`src/rtl/boot_rom_ctrl.sv`:
```
// Boot ROM access controller: req/gnt/rvalid core port, pipelined ROM port with ROM_LAT read latency.
// Optional one-entry last-word buffer enabled by defining BOOT_ROM_LAST_WORD_BUF_EN.
module boot_rom_ctrl #(
  parameter  int ADDR_WIDTH = 12,
  parameter  int DATA_WIDTH = 32,
  parameter  int NUM_WORDS  = 1024,
  parameter  int ROM_LAT    = 1,
  localparam int OFF        = $clog2(DATA_WIDTH / 8),
  localparam int IDX_W      = ADDR_WIDTH - OFF,
  localparam int RA_W       = (NUM_WORDS > 1) ? $clog2(NUM_WORDS) : 1
) (
  input  logic                  clk,
  input  logic                  rst_i,
  input  logic                  req_i,
  input  logic [ADDR_WIDTH-1:0] addr_i,
  output logic                  gnt_o,
  output logic                  rvalid_o,
  output logic [DATA_WIDTH-1:0] rdata_o,
  output logic                  err_o,
  output logic                  rom_csn_o,
  output logic [RA_W-1:0]       rom_addr_o,
  input  logic [DATA_WIDTH-1:0] rom_rdata_i
);

  localparam logic [IDX_W:0] NUM_WORDS_EXT = NUM_WORDS[IDX_W:0];

  logic [IDX_W-1:0]      word_idx;
  logic [IDX_W:0]        idx_ext;
  logic                  misaligned;
  logic                  out_of_range;
  logic                  err_req;
  logic                  legal;
  logic                  hit;
  logic                  issue;
  logic [ROM_LAT-1:0]    pipe_valid;
  logic [ROM_LAT-1:0]    pipe_err;
  logic                  resp_valid;
  logic                  resp_err;
  logic [DATA_WIDTH-1:0] resp_data;
  logic [DATA_WIDTH-1:0] data_hold;

  assign word_idx     = addr_i[ADDR_WIDTH-1:OFF];
  assign idx_ext      = {1'b0, word_idx};
  assign misaligned   = |addr_i[OFF-1:0];
  assign out_of_range = (idx_ext >= NUM_WORDS_EXT);
  assign err_req      = misaligned | out_of_range;
  assign legal        = req_i & ~err_req;

  // Range check is done on the full index, so truncation below is lossless for legal requests.
  assign issue      = legal & ~hit & ~rst_i;
  assign gnt_o      = req_i;
  assign rom_csn_o  = ~issue;
  assign rom_addr_o = issue ? word_idx[RA_W-1:0] : '0;

  // Per-request valid/error shift register; its last stage lines up with ROM data.
  always_ff @(posedge clk or posedge rst_i) begin
    if (rst_i) begin
      pipe_valid <= '0;
      pipe_err   <= '0;
    end else begin
      pipe_valid[0] <= req_i;
      pipe_err[0]   <= err_req;
      for (int i = 1; i < ROM_LAT; i++) begin
        pipe_valid[i] <= pipe_valid[i-1];
        pipe_err[i]   <= pipe_err[i-1];
      end
    end
  end

  assign resp_valid = pipe_valid[ROM_LAT-1];
  assign resp_err   = pipe_err[ROM_LAT-1];

`ifdef BOOT_ROM_LAST_WORD_BUF_EN
  logic                  tag_valid;
  logic [RA_W-1:0]       tag;
  logic [DATA_WIDTH-1:0] buf_data;
  logic [ROM_LAT-1:0]    pipe_hit;
  logic                  resp_hit;

  assign hit      = legal & tag_valid & (tag == word_idx[RA_W-1:0]);
  assign resp_hit = pipe_hit[ROM_LAT-1];

  // Tag is claimed at issue; data lands when that miss returns, always before any hit on it responds.
  always_ff @(posedge clk or posedge rst_i) begin
    if (rst_i) begin
      tag_valid <= 1'b0;
      tag       <= '0;
      buf_data  <= '0;
      pipe_hit  <= '0;
    end else begin
      if (issue) begin
        tag_valid <= 1'b1;
        tag       <= word_idx[RA_W-1:0];
      end
      if (resp_valid && !resp_err && !resp_hit) begin
        buf_data <= rom_rdata_i;
      end
      pipe_hit[0] <= hit;
      for (int i = 1; i < ROM_LAT; i++) begin
        pipe_hit[i] <= pipe_hit[i-1];
      end
    end
  end

  // Response data select: error, buffer hit or ROM.
  always_comb begin
    resp_data = rom_rdata_i;
    if (resp_err) begin
      resp_data = '0;
    end else if (resp_hit) begin
      resp_data = buf_data;
    end else begin
      resp_data = rom_rdata_i;
    end
  end
`else
  assign hit = 1'b0;

  // Response data select: error or ROM.
  always_comb begin
    resp_data = rom_rdata_i;
    if (resp_err) begin
      resp_data = '0;
    end else begin
      resp_data = rom_rdata_i;
    end
  end
`endif

  // Keeps the last response visible while no response is valid.
  always_ff @(posedge clk or posedge rst_i) begin
    if (rst_i) begin
      data_hold <= '0;
    end else if (resp_valid) begin
      data_hold <= resp_data;
    end else begin
      data_hold <= data_hold;
    end
  end

  assign rvalid_o = resp_valid;
  assign err_o    = resp_valid & resp_err;
  assign rdata_o  = resp_valid ? resp_data : data_hold;

endmodule

```
`config.mk`:
```
export PLATFORM = sky130hd
export DESIGN_NAME = boot_rom_ctrl
export DESIGN_NICKNAME = d
export VERILOG_FILES = /design/src/rtl/boot_rom_ctrl.sv
export SDC_FILE = /design/constraint.sdc
export NUM_CORES = 1
export LEC_CHECK = 0
export CAP_MARGIN = 20
export CORE_MARGIN = 10
export CORE_UTILIZATION = 26
export DETAILED_ROUTE_END_ITERATION = 12
export PLACE_DENSITY = 0.67
export SLEW_MARGIN = 25
export SYNTH_ARGS = -nofsm -noshare
export SYNTH_HDL_FRONTEND = slang
export SYNTH_SLANG_ARGS = --single-unit
```
`constraint.sdc`:
```
create_clock -name clk -period 2.8 [get_ports clk]
set_input_delay 0.42 -clock clk [delete_from_list [all_inputs] [get_ports clk]]
set_output_delay 0.42 -clock clk [all_outputs]
set_load 0.05 [all_outputs]
```
==> impl_metrics.toml, run 1 <==
[status]
status = "complete, no violations"

[logic_synthesis]
synth_top_cell_area_share_pct = 64.39
ys_async_sr_fraction_pct = 100.0
netlist-cell-type-count = 13
synth_seq_cells = 34
synthesis.nets = 142
avgSynthCellArea_sq_um = 13.91
synth.area.top_cells = "dfrtp_1, a22o_1, and2_1"
yosysWarnings = 0
synthTopCellsByCount = "dfrtp_1, a22o_1, and2_1"
synth_edf_count = 0
syn_inst = 95
yosysTopAreaCell = "dfrtp_1"
yosysMostFrequentCell = "dfrtp_1"
ys_seq_area_share_pct = 64.39
ys.flop_type = "dfrtp_1"
netlist_area_sq_mm = 0.001321

[clock_tree]
cts_max_path_buffers = 2
cts_buffers = 5
clk_pin_slew_ps = 60
h-tree-depth = 2
worstSkewPairLatency_ps = 280
clkSinkCount = 34
cts-root-buf = "clkbuf_8"
cts_tree = "yes"
cts_setup_buffers = 0
cts_resized = 0
hold_buffers = 0

[final_layout]
drive_gt1_share_pct = 11.70
area_growth_pct = 87.31
final_nets = 234
fin_cells = 255
diodes = 0

[timing]
rsz0062_at_grt = "no"
timing_max_transition_violations_final = 0
hold_viol = 0
maxSlewHeadroom_pct = 53.02
fin_tns_setup_ps = 0
worstMarginPinSlew_ps = 704.0
finClkSkew_ps = 7.633
max_freq_mhz = 377.3
fin_crit_sh_pct = 94.66
min_period_ps = 2650
finalSetupViolCount = 0

[pwr]
power_density_mw_per_mm2 = 512.0
p_clk_share_pct = 34.0
p_switching_w = 0.0003479
p_int_w = 0.0009192
vdd_drop_max_uv = 224.0
comb_power_share_pct = 24.4
p_seq_share_pct = 41.6
leakagePower_nw = 1.067
swShare_pct = 27.45

[global_route]
antenna_found_initial = 0
grt_max_degree = 31
overflow = 0
grt_pass1_vias = 1302
track_usage_pct = 10.77
grt_pass1_wl_um = 7155

[place]
portBuffers = 92
place_inst = 247
gp_congestion = 0.7224
dpl.hpwl_um = 3562

[hold_path]
holdPathStages = 1
hp-class = "reg -> reg"

[setup_path]
critical_path_required_ps = 2380
r2r_cells = 2
worstPathArrival_ps = 2230
critPathSlowestCell = "clkdlybuf4s50_1"
slowest_delay_ps = 820
crit_path_end_kind = "output pin"
worstPathCellList = "and2b_4, a22o_1, clkdlybuf4s50_1"
start_kind = "register"
cp_max_fo = 30
crit_type = "reg -> out"

[floorplan]
chipHeight_um = 91.29
core_sq_mm = 0.004817
dieArea_sq_mm = 0.008333
ios = 93
std_cell_rows = 25
start_util_pct = 27.43
die_x_um = 91.29

[routing]
drtPass1Iterations = 4
drtIter0Drc = 18
viasPerCell = 4.443
avgRoutedWirePerCell_um = 17.07
post-route-drc-count = 0
antenna_left = 0
routed_wl_um = 4353
num_vias = 1133

[flow_run]
maxCapViolations = 0
[per-layer routing]
layer	global-route usage, %	wire [um]	share of wire (%)
met5	0	0	0
met1	10.76	1646	38
met4	3.133	45	1.0
met2	15.99	1872	43
met3	9.877	789	18
[power by group through the flow]
stage / registers, W / logic [W] / clock network [W]
after detailed placement: 0.000537 / 0.000313 / 0
after floorplan: 0.000536 / 0.000169 / 0
after global routing: 0.000530 / 0.000326 / 0.000476
after global placement: 0.000535 / 0.000309 / 0
after CTS: 0.000528 / 0.000314 / 0.000446
final: 0.000528 / 0.000309 / 0.000430
[layout make-up]
cell class | instances | area (sq um)
inverters | 5 | 20.02
well taps | 67 | 83.83
clock inverters | 1 | 30.03
fillers | 440 | 2342
flip-flops and latches | 34 | 850.8
clock buffers | 7 | 76.32
repair buffers | 93 | 1026
multi-input cells | 48 | 387.9
[worst max-delay path, delay by kind of cell (launching register included)]
kind	cells	cell delay, ps
buffers and inverters	1	820
AOI/OAI and AO/OA	1	220
and+or+nand+nor	1	430
DFF	1	480
[path summary, 6_finish.rpt]
path | from | endpoint | slack, ps
min in group asynchronous | rst_i | data_hold[9] | 600
worst max register to register | rvalid_o | data_hold[22] | 1440
worst min register to register | data_hold[6] | data_hold[6] | 510
worst max-delay path | rvalid_o | rdata_o[15] | 150
max in group asynchronous | rst_i | data_hold[26] | 1510
worst min-delay path | data_hold[6] | data_hold[6] | 510
[kinds of logic after synthesis]
family / after synthesis / share of synthesized area [%]
flip-flops: 34 / 64.39
AO/OA/AOI/OAI: 32 / 20.64
AND/OR/NAND/NOR: 16 / 8.712
buffers and inverters: 13 / 6.249
[per-stage QoR]
step,util (%),instance area (sq um),setup slack (ps),hold slack [ps],power [W]
2_1_floorplan,-,1321,543.7,451.4,0.0007055
3_3_place_gp,49.14,2367,463.7,490.5,0.0008444
3_5_place_dp,49.14,2367,417.5,493.8,0.0008493
4_1_cts,51.35,2474,101.7,514.2,0.001288
5_1_grt,51.38,2475,0.7461,526.9,0.001333
6_report,51.38,2475,149.6,507.6,0.001267
[flip-flops by register name (all words and copies together), names as in the netlist]
register / flops
rvalid_o: 1
pipe_err: 1
data_hold: 32
[placed cells by master (no fill, tap or decap), types with 2 or more instances in the layout]
cell type / netlist / final
buf_12: 0 / 10
and2_1: 11 / 11
buf_4: 2 / 2
inv_1: 4 / 4
o21ai_0: 2 / 2
a22o_1: 30 / 30
clkbuf_8: 0 / 5
dfrtp_1: 34 / 34
nand3b_1: 2 / 2
clkdlybuf4s50_1: 0 / 81
clkbuf_1: 0 / 2
Power figures use the tool's default switching activity.
==> run 2, diff against run 1 <==
--- a/config.mk
+++ b/config.mk
@@ -7,9 +7,9 @@
 export LEC_CHECK = 0
 export CAP_MARGIN = 20
 export CORE_MARGIN = 10
-export CORE_UTILIZATION = 26
+export CORE_UTILIZATION = 37
 export DETAILED_ROUTE_END_ITERATION = 12
-export PLACE_DENSITY = 0.67
+export PLACE_DENSITY = 0.89
 export SLEW_MARGIN = 25
 export SYNTH_ARGS = -nofsm -noshare
 export SYNTH_HDL_FRONTEND = slang
==> impl_metrics.toml, run 2 (synthesis results as in run 1) <==
[status]
status = "complete, no violations"

[floorplan]
dieArea_sq_mm = 0.006361
core_sq_mm = 0.003390
die_x_um = 79.76
chipHeight_um = 79.76
ios = 93
start_util_pct = 38.98
std_cell_rows = 21

[clock_tree]
cts_setup_buffers = 0
h-tree-depth = 2
cts_tree = "yes"
clk_pin_slew_ps = 100
clkSinkCount = 34
worstSkewPairLatency_ps = 340
cts_max_path_buffers = 2
cts_buffers = 5
cts-root-buf = "clkbuf_4"

[timing]
finalSetupViolCount = 0
hold_ws_ps = 503.3
worstMarginPinSlew_ps = 658.9
min_period_ps = 2383
timing_max_transition_violations_final = 0
fin_crit_sh_pct = 85.10
hold_viol = 0
finClkSkew_ps = 5.712
rsz0062_at_grt = "no"
fin_tns_setup_ps = 0
max_freq_mhz = 419.7
maxSlewHeadroom_pct = 55.96

[routing]
drtPass1Iterations = 4
antenna_left = 0
viasPerCell = 4.983
routed_wl_um = 4648
num_vias = 1166
drtIter0Drc = 29
post-route-drc-count = 0
avgRoutedWirePerCell_um = 19.86

[pwr]
vdd_drop_max_uv = 327.2
leakagePower_nw = 1.554
power_density_mw_per_mm2 = 469.0
swShare_pct = 29.82
p_int_w = 0.0008216
p_clk_share_pct = 28.6
p_switching_w = 0.0003491
comb_power_share_pct = 26.3
p_seq_share_pct = 45.0

[setup_path]
cp_max_fo = 8
critical_path_required_ps = 2380
crit_path_end_kind = "output pin"
worstPathArrival_ps = 1960
start_kind = "register"
crit_type = "reg -> out"

[final_layout]
final_util_pct = 73.64
mostFrequentLayoutCells = "clkdlybuf4s50_1, dfrtp_1, a22o_1, dlymetal6s2s_1, and2_1"
largest_register = "data_hold"
final_area_sq_mm = 0.002496
area_growth_pct = 88.92
largest_register_ff_count = 32
diodes = 0
final_nets = 234
final_common_cell = "clkdlybuf4s50_1"
drive_gt1_share_pct = 12.77

[global_route]
track_usage_pct = 14.83
met1_usage_pct = 14.29
antenna_found_initial = 0
grt_util_met2_pct = 23.95
grt_pass1_vias = 1385
overflow = 0
grt-busiest-layer = "met2"
groute.layer.met3.usage_pct = 9.685
grt_max_degree = 35
grt_pass1_wl_um = 7245

[place]
portBuffers = 92
dpl.hpwl_um = 3557
gp_congestion = 0.7354
placed_cell_area_sq_mm = 0.002341

[flow_run]
maxCapViolations = 0

[hold_path]
hp-class = "in -> async"
-- run 2: cell types whose count changed in the layout (fill, tap and decap cells not counted), sizes merged --
cell           delta
dlymetal6s2s     +30
clkbuf            +1
clkdlybuf4s50    -30
bufinv            -1
-- run 2: critical path: stages, from the launching register on --
cell             delay (ps)
dfrtp_1                 470
o21ai_0                 270
clkdlybuf4s50_1         880
-- run 2: layer usage --
metal  vias to the layer above  wire [um]
met5                         -          0
met4                         0        160
met3                        11        598
met2                        74       2288
met1                       555       1601
li1                        526          -
-- run 2: area by class of cell --
class	instances	area (sq um)
Tap cell	46	57.56
Multi-Input combinational cell	48	387.9
Inverter	5	20.02
Fill cell	216	893.4
Clock buffer	8	78.83
Sequential cell	34	850.8
Timing Repair Buffer	93	1101
-- run 2: what timing repair did --
action,CTS,global route
setup endpoints to repair,0,30
resized for setup,0,31
hold endpoints to repair,0,0
hold buffers,0,0
-- run 2: final timing paths --
kind                                   start            end  slack, ps  cells after the start
worst max-delay path                rvalid_o    rdata_o[28]        420                      2
worst min-delay path                   rst_i       rvalid_o        500                      3
worst max register to register      rvalid_o  data_hold[12]       1450                      2
worst min register to register  data_hold[5]   data_hold[5]        520                      1
max in group asynchronous              rst_i  data_hold[12]       1990                      3
min in group clk                data_hold[5]   data_hold[5]        520                      1
-- run 2: per-stage QoR --
stage	worst slack, ps	total power, W	std cells
2_1_floorplan	543.7	0.0007055	95
4_1_cts	32.32	0.001189	234
3_5_place_dp	403.7	0.0008503	226
6_report	417.2	0.001171	234
5_1_grt	206.2	0.001227	234
3_3_place_gp	487.0	0.0008421	226
-- run 2: power groups by stage --
stage	clock (W)	combinational [W]	sequential, W
floorplan	0	0.000169	0.000536
global placement	0	0.000307	0.000535
detailed placement	0	0.000313	0.000537
CTS	0.000347	0.000315	0.000527
global route	0.000371	0.000326	0.000530
finish	0.000335	0.000308	0.000527
==> run 3, diff against run 2 <==
--- a/config.mk
+++ b/config.mk
@@ -6,9 +6,11 @@
 export NUM_CORES = 1
 export LEC_CHECK = 0
 export CAP_MARGIN = 20
+export CORE_ASPECT_RATIO = 0.8
 export CORE_MARGIN = 10
 export CORE_UTILIZATION = 37
 export DETAILED_ROUTE_END_ITERATION = 12
+export GPL_TIMING_DRIVEN = 0
 export PLACE_DENSITY = 0.89
 export SLEW_MARGIN = 25
 export SYNTH_ARGS = -nofsm -noshare
==> impl_metrics.toml, run 3 (synthesis results as in run 1) <==
[setup_path]
crit_type = "in -> out"
reg2reg_to = "data_hold[10]"
critPathSlowestCell = "clkdlybuf4s50_1"
r2r_cells = 3
worstPathCellList = "clkdlybuf4s50_1, nor4b_2, and2_1, clkdlybuf4s50_1"
critical_path_required_ps = 2380
worstPathArrival_ps = 2170
slowest_delay_ps = 810
worst_path_most_repeated_cell = "clkdlybuf4s50_1"
timing.rr.start = "rvalid_o"
cp_max_fo = 2
crit_path_end_kind = "output pin"
start_kind = "primary input"
reg2reg_slack_ps = 1630

[global_route]
grt_max_degree = 35
overflow = 0
grt_util_met2_pct = 23.56
grt-busiest-layer = "met2"
antenna_found_initial = 0
grt_pass1_vias = 1401
met1_usage_pct = 15.01
grt_pass1_wl_um = 7631
track_usage_pct = 15.72
groute.layer.met3.usage_pct = 14.59

[clock_tree]
worstSkewPairLatency_ps = 290
clk_pin_slew_ps = 70
cts_buffers = 5
cts-root-buf = "clkbuf_8"
clkSinkCount = 34
cts_tree = "yes"
cts_max_path_buffers = 2
cts_setup_buffers = 0
h-tree-depth = 2
hold_buffers = 0
cts_resized = 0

[final_layout]
largest_register_ff_count = 32
final_nets = 241
mostFrequentLayoutCells = "clkdlybuf4s50_1, dfrtp_1, a22o_1"
largest_register = "data_hold"
regArea_sq_um = 850.8
area_growth_pct = 83.71
drive_gt1_share_pct = 10.77
n_fill_cell = 223
final_common_cell = "clkdlybuf4s50_1"
multi_input_area_sq_um = 387.9
diodes = 0

[timing]
fin_crit_sh_pct = 92.40
fin_tns_setup_ps = 0
finalSetupViolCount = 0
layout_setup_ws_ps = 212.7
rsz0062_at_grt = "no"
maxSlewHeadroom_pct = 54.64
finClkSkew_ps = 3.822
timing_max_transition_violations_final = 0
worstMarginPinSlew_ps = 679.4
max_freq_mhz = 386.5
hold_viol = 0
min_period_ps = 2587

[pwr]
vdd_drop_max_uv = 319.1
swShare_pct = 28.65
comb_power_share_pct = 24.7
p_seq_share_pct = 41.8
p_clk_share_pct = 33.4
p_int_w = 0.0009014
power_density_mw_per_mm2 = 520.5
p_switching_w = 0.0003619
p_total_w = 0.001263
leakagePower_nw = 1.223

[floorplan]
dieArea_sq_mm = 0.006376
std_cell_rows = 19
chipHeight_um = 73.45
ios = 93
core_sq_mm = 0.003423
start_util_pct = 38.60
die_x_um = 86.81

[routing]
drtIter0Drc = 56
post-route-drc-count = 0
routed_wl_um = 4794
num_vias = 1197
drtPass1Iterations = 4
viasPerCell = 5.051
avgRoutedWirePerCell_um = 20.23
antenna_left = 0

[hold_path]
hp-start = "data_hold[9]"
hold-path-endpoint = "data_hold[9]"
hp-class = "reg -> reg"
holdPathStages = 1

[place]
place_ws_ps = 20.20
dpl.hpwl_um = 3869
gp_congestion = 0.8008
portBuffers = 92

[status]
status = "complete, no violations"

[flow_run]
maxCapViolations = 0
-- run 3: cell count changes in the layout (fill, tap and decap cells not counted) --
cell             change
clkdlybuf4s50_1     +32
dlymetal6s2s_1      -21
clkbuf_4             -5
inv_1                -1
buf_6                +3
clkinv_2             -1
buf_2                +3
clkbuf_8             +5
inv_2                +2
buf_12              -10
-- run 3: power by group through the flow --
| stage | logic, W | clock network, W | registers, W |
|---|---|---|---|
| 2_1_floorplan | 0.000169 | 0 | 0.000536 |
| 3_3_place_gp | 0.000309 | 0 | 0.000536 |
| 3_5_place_dp | 0.000315 | 0 | 0.000537 |
| 4_1_cts | 0.000316 | 0.000432 | 0.000529 |
| 5_1_grt | 0.000329 | 0.000450 | 0.000531 |
| 6_report | 0.000313 | 0.000422 | 0.000529 |
-- run 3: area by class of cell --
| cell class | instances | area share, % |
|---|---|---|
| timing repair buffer | 92 | 38.87 |
| sequential | 34 | 35.05 |
| multi-input combinational | 48 | 15.98 |
| clock buffer | 8 | 4.536 |
| buffer | 8 | 2.629 |
| tap | 42 | 2.165 |
| inverter | 5 | 0.7732 |
-- run 3: stage by stage --
step	util [%]	cells	hold slack [ps]	instance area, sq um
after floorplan	-	95	451.4	1321
after global placement	67.03	229	491.4	2295
after detailed placement	67.03	229	493.8	2295
after CTS	70.25	237	514.0	2405
after global routing	70.91	237	518.1	2427
final	70.91	237	514.1	2427
-- run 3: worst max-delay path by stage --
stage	startpoint	to	slack [ps]	cells past startpoint
final	addr_i[1]	rom_addr_o[9]	210	4
after detailed placement	addr_i[1]	rom_addr_o[4]	20	5
after global routing	rvalid_o	rdata_o[12]	140	4
after global placement	addr_i[1]	rom_addr_o[8]	100	5
after floorplan	rvalid_o	rdata_o[29]	540	1
after CTS	addr_i[1]	rom_addr_o[5]	20	5
-- run 3: critical path, delay by kind of cell --
kind	cells	cell delay, ps
and+or+nand+nor	2	490
buffers and inverters	2	1260
-- run 3: layer usage --
metal	part of all wire (%)	routed length [um]
met1	34	1646
met2	47	2238
met3	17	834
met4	1.6	75
met5	0	0
